--- src/rtl/usb_line_pkg.sv ---
// Shared line-state encoding and decode helper for the USB line monitor.
package usb_line_pkg;

    // Encoding matches the raw {D+, D-} pair, so decoding is just a cast.
    typedef enum logic [1:0] {
        J   = 2'b10,
        K   = 2'b01,
        SE0 = 2'b00,
        SE1 = 2'b11
    } line_state_t;

    function automatic line_state_t decode_line(input logic dp, input logic dm);
        return line_state_t'({dp, dm});
    endfunction

endpackage

--- src/rtl/usb_sync_filter.sv ---
// Synchronises raw D+/D- into clk and accepts a new line state only after it
// has been stable for FILTER_LEN consecutive samples.
module usb_sync_filter
    import usb_line_pkg::*;
#(
    parameter int SYNC_STAGES = 2,
    parameter int FILTER_LEN  = 2
) (
    input  logic        clk,
    input  logic        n_rst,
    input  logic        i_dp,
    input  logic        i_dm,
    output line_state_t o_filt,  // accepted line state
    output logic        o_upd,   // o_filt takes a new value at the coming edge
    output logic        o_chg,   // one cycle after o_filt changed
    output line_state_t o_old    // state o_filt held before that change
);

    localparam int CW = $clog2(FILTER_LEN + 1);

    logic [SYNC_STAGES-1:0] r_dp_sync;
    logic [SYNC_STAGES-1:0] r_dm_sync;
    line_state_t            r_filt;
    line_state_t            r_cand;
    line_state_t            r_old;
    logic [CW-1:0]          r_cnt;
    logic                   r_chg;

    line_state_t            w_sync;
    logic [CW-1:0]          w_cnt_next;
    logic                   w_upd;

    // Plain shift-register synchronisers; reset to the J pattern so an idle
    // bus produces no activity when reset is released.
    always_ff @(posedge clk or negedge n_rst) begin
        if (!n_rst) begin
            r_dp_sync <= '1;
            r_dm_sync <= '0;
        end else begin
            r_dp_sync <= {r_dp_sync[SYNC_STAGES-2:0], i_dp};
            r_dm_sync <= {r_dm_sync[SYNC_STAGES-2:0], i_dm};
        end
    end

    // Run length of the current synced value including this sample; a new
    // value (r_cand holds the previous sample) restarts the run at 1.
    always_comb begin
        w_sync     = decode_line(r_dp_sync[SYNC_STAGES-1], r_dm_sync[SYNC_STAGES-1]);
        w_cnt_next = (w_sync == r_cand) ? r_cnt + CW'(1) : CW'(1);
        w_upd      = (w_sync != r_filt) && (w_cnt_next >= CW'(FILTER_LEN));
    end

    // Filter state: the count only tracks values that differ from r_filt, so
    // a return to the accepted state wipes any partial run.
    always_ff @(posedge clk or negedge n_rst) begin
        if (!n_rst) begin
            r_filt <= J;
            r_cand <= J;
            r_cnt  <= '0;
            r_chg  <= 1'b0;
            r_old  <= J;
        end else begin
            r_cand <= w_sync;
            r_chg  <= w_upd;
            if (w_upd) begin
                r_old  <= r_filt;
                r_filt <= w_sync;
                r_cnt  <= '0;
            end else if (w_sync == r_filt) begin
                r_cnt  <= '0;
            end else begin
                r_cnt  <= w_cnt_next;
            end
        end
    end

    assign o_filt = r_filt;
    assign o_upd  = w_upd;
    assign o_chg  = r_chg;
    assign o_old  = r_old;

endmodule

--- src/rtl/usb_line_monitor.sv ---
// USB D+/D- line monitor: filtered line state, differential edge, EOP,
// line-error, bus-reset and idle indications for the RX decoder.
module usb_line_monitor
    import usb_line_pkg::*;
#(
    parameter int SYNC_STAGES  = 2,
    parameter int FILTER_LEN   = 2,
    parameter int EDGE_MODE    = 0,
    parameter int EOP_MIN_CLKS = 12,
    parameter int RESET_CLKS   = 80,
    parameter int IDLE_CLKS    = 56
) (
    input  logic        clk,
    input  logic        n_rst,
    input  logic        d_plus,
    input  logic        d_minus,
    output line_state_t line_state,
    output logic        d_edge,
    output logic        eop,
    output logic        line_err,
    output logic        bus_reset,
    output logic        idle
);

    localparam int RUN_MAX = (RESET_CLKS > IDLE_CLKS) ? RESET_CLKS : IDLE_CLKS;
    localparam int RW      = $clog2(RUN_MAX + 1);

    line_state_t   w_filt;
    line_state_t   w_old;
    logic          w_upd;
    logic          w_chg;
    logic          w_jk;
    logic          w_from_se0;
    logic          w_edge_ev;
    logic          w_eop_ev;
    logic          w_err_ev;

    logic [RW-1:0] r_run;
    logic [RW-1:0] r_run_pre;
    logic          r_d_edge;
    logic          r_eop;
    logic          r_line_err;

    usb_sync_filter #(
        .SYNC_STAGES (SYNC_STAGES),
        .FILTER_LEN  (FILTER_LEN)
    ) u_sync_filter (
        .clk    (clk),
        .n_rst  (n_rst),
        .i_dp   (d_plus),
        .i_dm   (d_minus),
        .o_filt (w_filt),
        .o_upd  (w_upd),
        .o_chg  (w_chg),
        .o_old  (w_old)
    );

    // Run length of the filtered state; the pre-change length is kept so the
    // EOP decision one cycle later still sees how long SE0 lasted.
    always_ff @(posedge clk or negedge n_rst) begin
        if (!n_rst) begin
            r_run     <= '0;
            r_run_pre <= '0;
        end else if (w_upd) begin
            r_run     <= RW'(1);
            r_run_pre <= r_run;
        end else if (r_run != RW'(RUN_MAX)) begin
            r_run     <= r_run + RW'(1);
        end
    end

    // Classify the transition reported by the filter (old -> current state).
    always_comb begin
        w_jk       = ((w_old == J) && (w_filt == K)) || ((w_old == K) && (w_filt == J));
        w_from_se0 = (w_old == SE0);
        w_edge_ev  = w_chg && ((EDGE_MODE != 0) || w_jk);
        w_eop_ev   = w_chg && w_from_se0 && (w_filt == J) && (r_run_pre >= RW'(EOP_MIN_CLKS));
        w_err_ev   = w_chg && w_from_se0 && ((w_filt == K) || (w_filt == SE1));
    end

    // Registered single-cycle event pulses.
    always_ff @(posedge clk or negedge n_rst) begin
        if (!n_rst) begin
            r_d_edge   <= 1'b0;
            r_eop      <= 1'b0;
            r_line_err <= 1'b0;
        end else begin
            r_d_edge   <= w_edge_ev;
            r_eop      <= w_eop_ev;
            r_line_err <= w_err_ev;
        end
    end

    assign line_state = w_filt;
    assign d_edge     = r_d_edge;
    assign eop        = r_eop;
    assign line_err   = r_line_err;
    assign bus_reset  = (w_filt == SE0) && (r_run >= RW'(RESET_CLKS));
    assign idle       = (w_filt == J) && (r_run >= RW'(IDLE_CLKS));

endmodule
--- config.mk ---
export PLATFORM = sky130hd
export DESIGN_NAME = usb_line_monitor
export DESIGN_NICKNAME = d
export VERILOG_FILES = /design/src/rtl/usb_line_pkg.sv /design/src/rtl/usb_sync_filter.sv /design/src/rtl/usb_line_monitor.sv
export SDC_FILE = /design/constraint.sdc
export NUM_CORES = 1
export LEC_CHECK = 0
export ABC_CLOCK_PERIOD_IN_PS = 3300
export CORE_MARGIN = 1.5
export CORE_UTILIZATION = 45
export CTS_CLUSTER_DIAMETER = 120
export DETAILED_ROUTE_END_ITERATION = 10
export GPL_ROUTABILITY_DRIVEN = 0
export PLACE_DENSITY_LB_ADDON = 0.05
export RECOVER_POWER = 25
export SYNTH_ARGS = -nofsm -noshare
export SYNTH_HDL_FRONTEND = slang
export SYNTH_SLANG_ARGS = --single-unit
export TNS_END_PERCENT = 100
--- constraint.sdc ---
create_clock -name clk -period 3.3 [get_ports clk]
set_clock_uncertainty 0.15 [all_clocks]
set_input_delay 0.33 -clock clk [delete_from_list [all_inputs] [get_ports clk]]
set_output_delay 0.33 -clock clk [all_outputs]
set_load 0.02 [all_outputs]
==> qor.txt <==
Core area -> 2450 sq um
Routed WL per cell -> 13.5 um
Synth area leader -> dfrtp_1
R2R setup slack -> 1.01 ns
Share of cells above drive strength 1 -> 15.8%
Bufs on Longest Clock Path -> 2
Comb power frac -> 29.4%
Fin crit period -> 2.29 ns
Synth-to-layout area growth -> 13.6%
Critical Path, Cell by Cell -> xnor2_1, o211ai_1, a211oi_4, mux2_2
Nets -> 108
Post-Syn Nets -> 93
CP max FO -> 17
Die Wd -> 53.6 um
Reg area -> 707 sq um
Post-route ant nets -> 0
Synthesized cell area -> 1150 sq um
Starting Density -> 46.9%
Multi-input gate area -> 415 sq um
Die ar. -> 2870 sq um
Sequential share of power -> 56.2%
DR pass1 iterations -> 4
Gr usage total -> 14.9%
Fillers -> 233
Post-DP HPWL -> 1200 um
TritonCTS clock tree -> done
Post-CTS setup repair buffer count -> 0
Clock tree sinks -> 28
NetSw -> 344 uW
Final Hold Slack -> 0.221 ns
RSZ-0062 raised after global routing -> no
Register area share after synthesis -> 61.3%
P_leak -> 0.000596 uW
Root buf cell -> clkbuf_4
Switch share -> 34.6%
1st-iter DRT viols -> 3
Nature of the critical path startpoint -> flop
# placed instances -> 127
Slew Limit Fails -> 0
Worst stage delay on the critical path -> 0.72 ns
Req. time, crit path -> 3.37 ns
First-pass GRT wire length -> 3030 um
Final Cycle Share -> 69.5%
Max Cap Viol -> 0
Worst-path clk slew -> 0.15 ns
Residual DRC -> 0
Clock buffer count from CTS -> 3
Yosys warnings -> 0
Synth Register Bits -> 28
Mean area per synthesized cell -> 13.2 sq um
WS Path Type -> flop to flop
Internal -> 649 uW
Power Dens Cells -> 758 nW/um^2
Drt via density -> 4.99
Post-route insts no fill -> 131
Ant diodes -> 0
Clk_lat worst skew -> 0.32 ns
Vias -> 654
Antenna violations before repair -> 0
Largest net degree at the start of global routing -> 29
Core Rows -> 18
Arr. time, crit path -> 2.37 ns
Ranking of synthesized cells by area -> dfrtp_1, dfstp_2, mux2_2
Die Y -> 53.6 um
Slew @ Worst Pin -> 1.47 ns
Synth cell types -> 23
Post-CTS resize count -> 0
VDD IR max -> 0.522 mV
Cells after Synth -> 87
Final Hold Fails -> 0
Post-synth top area share -> 49.9%
Vias in the first global route -> 617
Power share of the clock group -> 14.4%
# port buffers -> 10
Setup TNS -> 0 ns
Drt total wl -> 1770 um
Setup violations, final -> 0
Hold Path Class -> flop to flop
Status -> finished, final reports clean
Fmax -> 0.436 GHz
Rel. slew slack -> 2.06%
Post-CTS Hold Buffers -> 0
Global route overflow -> 0
# IOs -> 11
Crit-path slowest cell -> a211oi_4
Worst Setup End Kind -> flop
H-tree Lvls -> 1
## per-layer routing
layer | vias up | share of wire (%) | track usage (%)
li1 | 321 | - | -
met1 | 322 | 50 | 20.7
met2 | 9 | 46 | 23.0
met3 | 2 | 2.9 | 2.50
met4 | 0 | 1.1 | 6.41
met5 | - | 0 | 0
## synthesized netlist by cell type, drive strengths merged
cell type / count
inv: 5
nand3b: 1
a211oi: 1
mux2i: 2
dfrtp: 23
ha: 2
nand2: 2
and3: 1
o211ai: 2
o211a: 1
dfstp: 5
buf: 1
nor2: 11
xor2: 6
nand2b: 1
xnor2: 4
nand3: 4
mux2: 8
conb: 1
nor4b: 4
o21a: 1
a2111oi: 1
## worst paths after layout
| check | start | cells after the start | end |
|---|---|---|---|
| min in group asynchronous | n_rst | 2 | line_err |
| hold / removal | u_sync_filter.r_dp_sync[0] | 0 | u_sync_filter.r_dp_sync[1] |
| hold reg to reg | u_sync_filter.r_dp_sync[0] | 0 | u_sync_filter.r_dp_sync[1] |
| setup / recovery | u_sync_filter.r_dp_sync[1] | 4 | r_run_pre[5] |
| max in group asynchronous | n_rst | 2 | r_run[4] |
| setup reg to reg | u_sync_filter.r_dp_sync[1] | 4 | r_run_pre[5] |
## per-stage QoR
step | util (%) | worst slack (ns) | instance area (sq um) | total power (uW)
after floorplan | - | 1.35 | 1150 | 764
after global placement | 52.4 | 1.08 | 1290 | 852
after detailed placement | 52.4 | 1.03 | 1290 | 861
after CTS | 53.5 | 1.01 | 1310 | 1000
after global routing | 53.3 | 0.864 | 1310 | 1070
final | 53.3 | 1.01 | 1310 | 993
## state kept, by name, summed over array words and instances (netlist names), 2 cells and up
name / cells
r_run: 7
r_run_pre: 5
u_sync_filter.o_filt: 2
u_sync_filter.o_old: 2
u_sync_filter.r_cand: 2
u_sync_filter.r_cnt: 2
u_sync_filter.r_dm_sync: 2
u_sync_filter.r_dp_sync: 2
## power groups by stage
stage | logic [uW] | clock network, uW | registers [uW]
2_1_floorplan | 210 | 0 | 554
3_3_place_gp | 291 | 0 | 561
3_5_place_dp | 296 | 0 | 565
4_1_cts | 298 | 147 | 559
5_1_grt | 329 | 168 | 574
6_report | 292 | 142 | 558
## worst max-delay path: cells and delay by family (launching register included)
kind,cells,cell delay [ns]
DFF,1,0.61
xor gates and xnor gates,1,0.14
AOI/OAI and AO/OA,2,0.89
muxes,1,0.41
## kinds of logic after synthesis
family                     synth area share [%]
muxes                                      9.88
other                                     0.325
DFF                                        61.3
adders and majority gates                  2.17
and+or+nand+nor                            10.8
buffers and inverters                      2.61
xor gates and xnor gates                   7.60
AOI/OAI and AO/OA                          5.32
## placed cells by master, fill, tap and decap left out, drive strengths merged, types with 5 or more instances in the layout
cell | synthesis | final
clkbuf | 0 | 5
nor2 | 11 | 11
xor2 | 6 | 6
dfstp | 5 | 5
clkdlybuf4s50 | 0 | 7
mux2 | 8 | 8
inv | 5 | 5
dfrtp | 23 | 23
## area by class of cell
cell class | instances | area share [%]
Tap cell | 30 | 2.87
Timing Repair Buffer | 11 | 7.93
Inverter | 5 | 1.43
Clock buffer | 4 | 2.01
Sequential cell | 28 | 54.0
Multi-Input combinational cell | 53 | 31.7
Note: power is estimated with default switching activity, not from simulation.
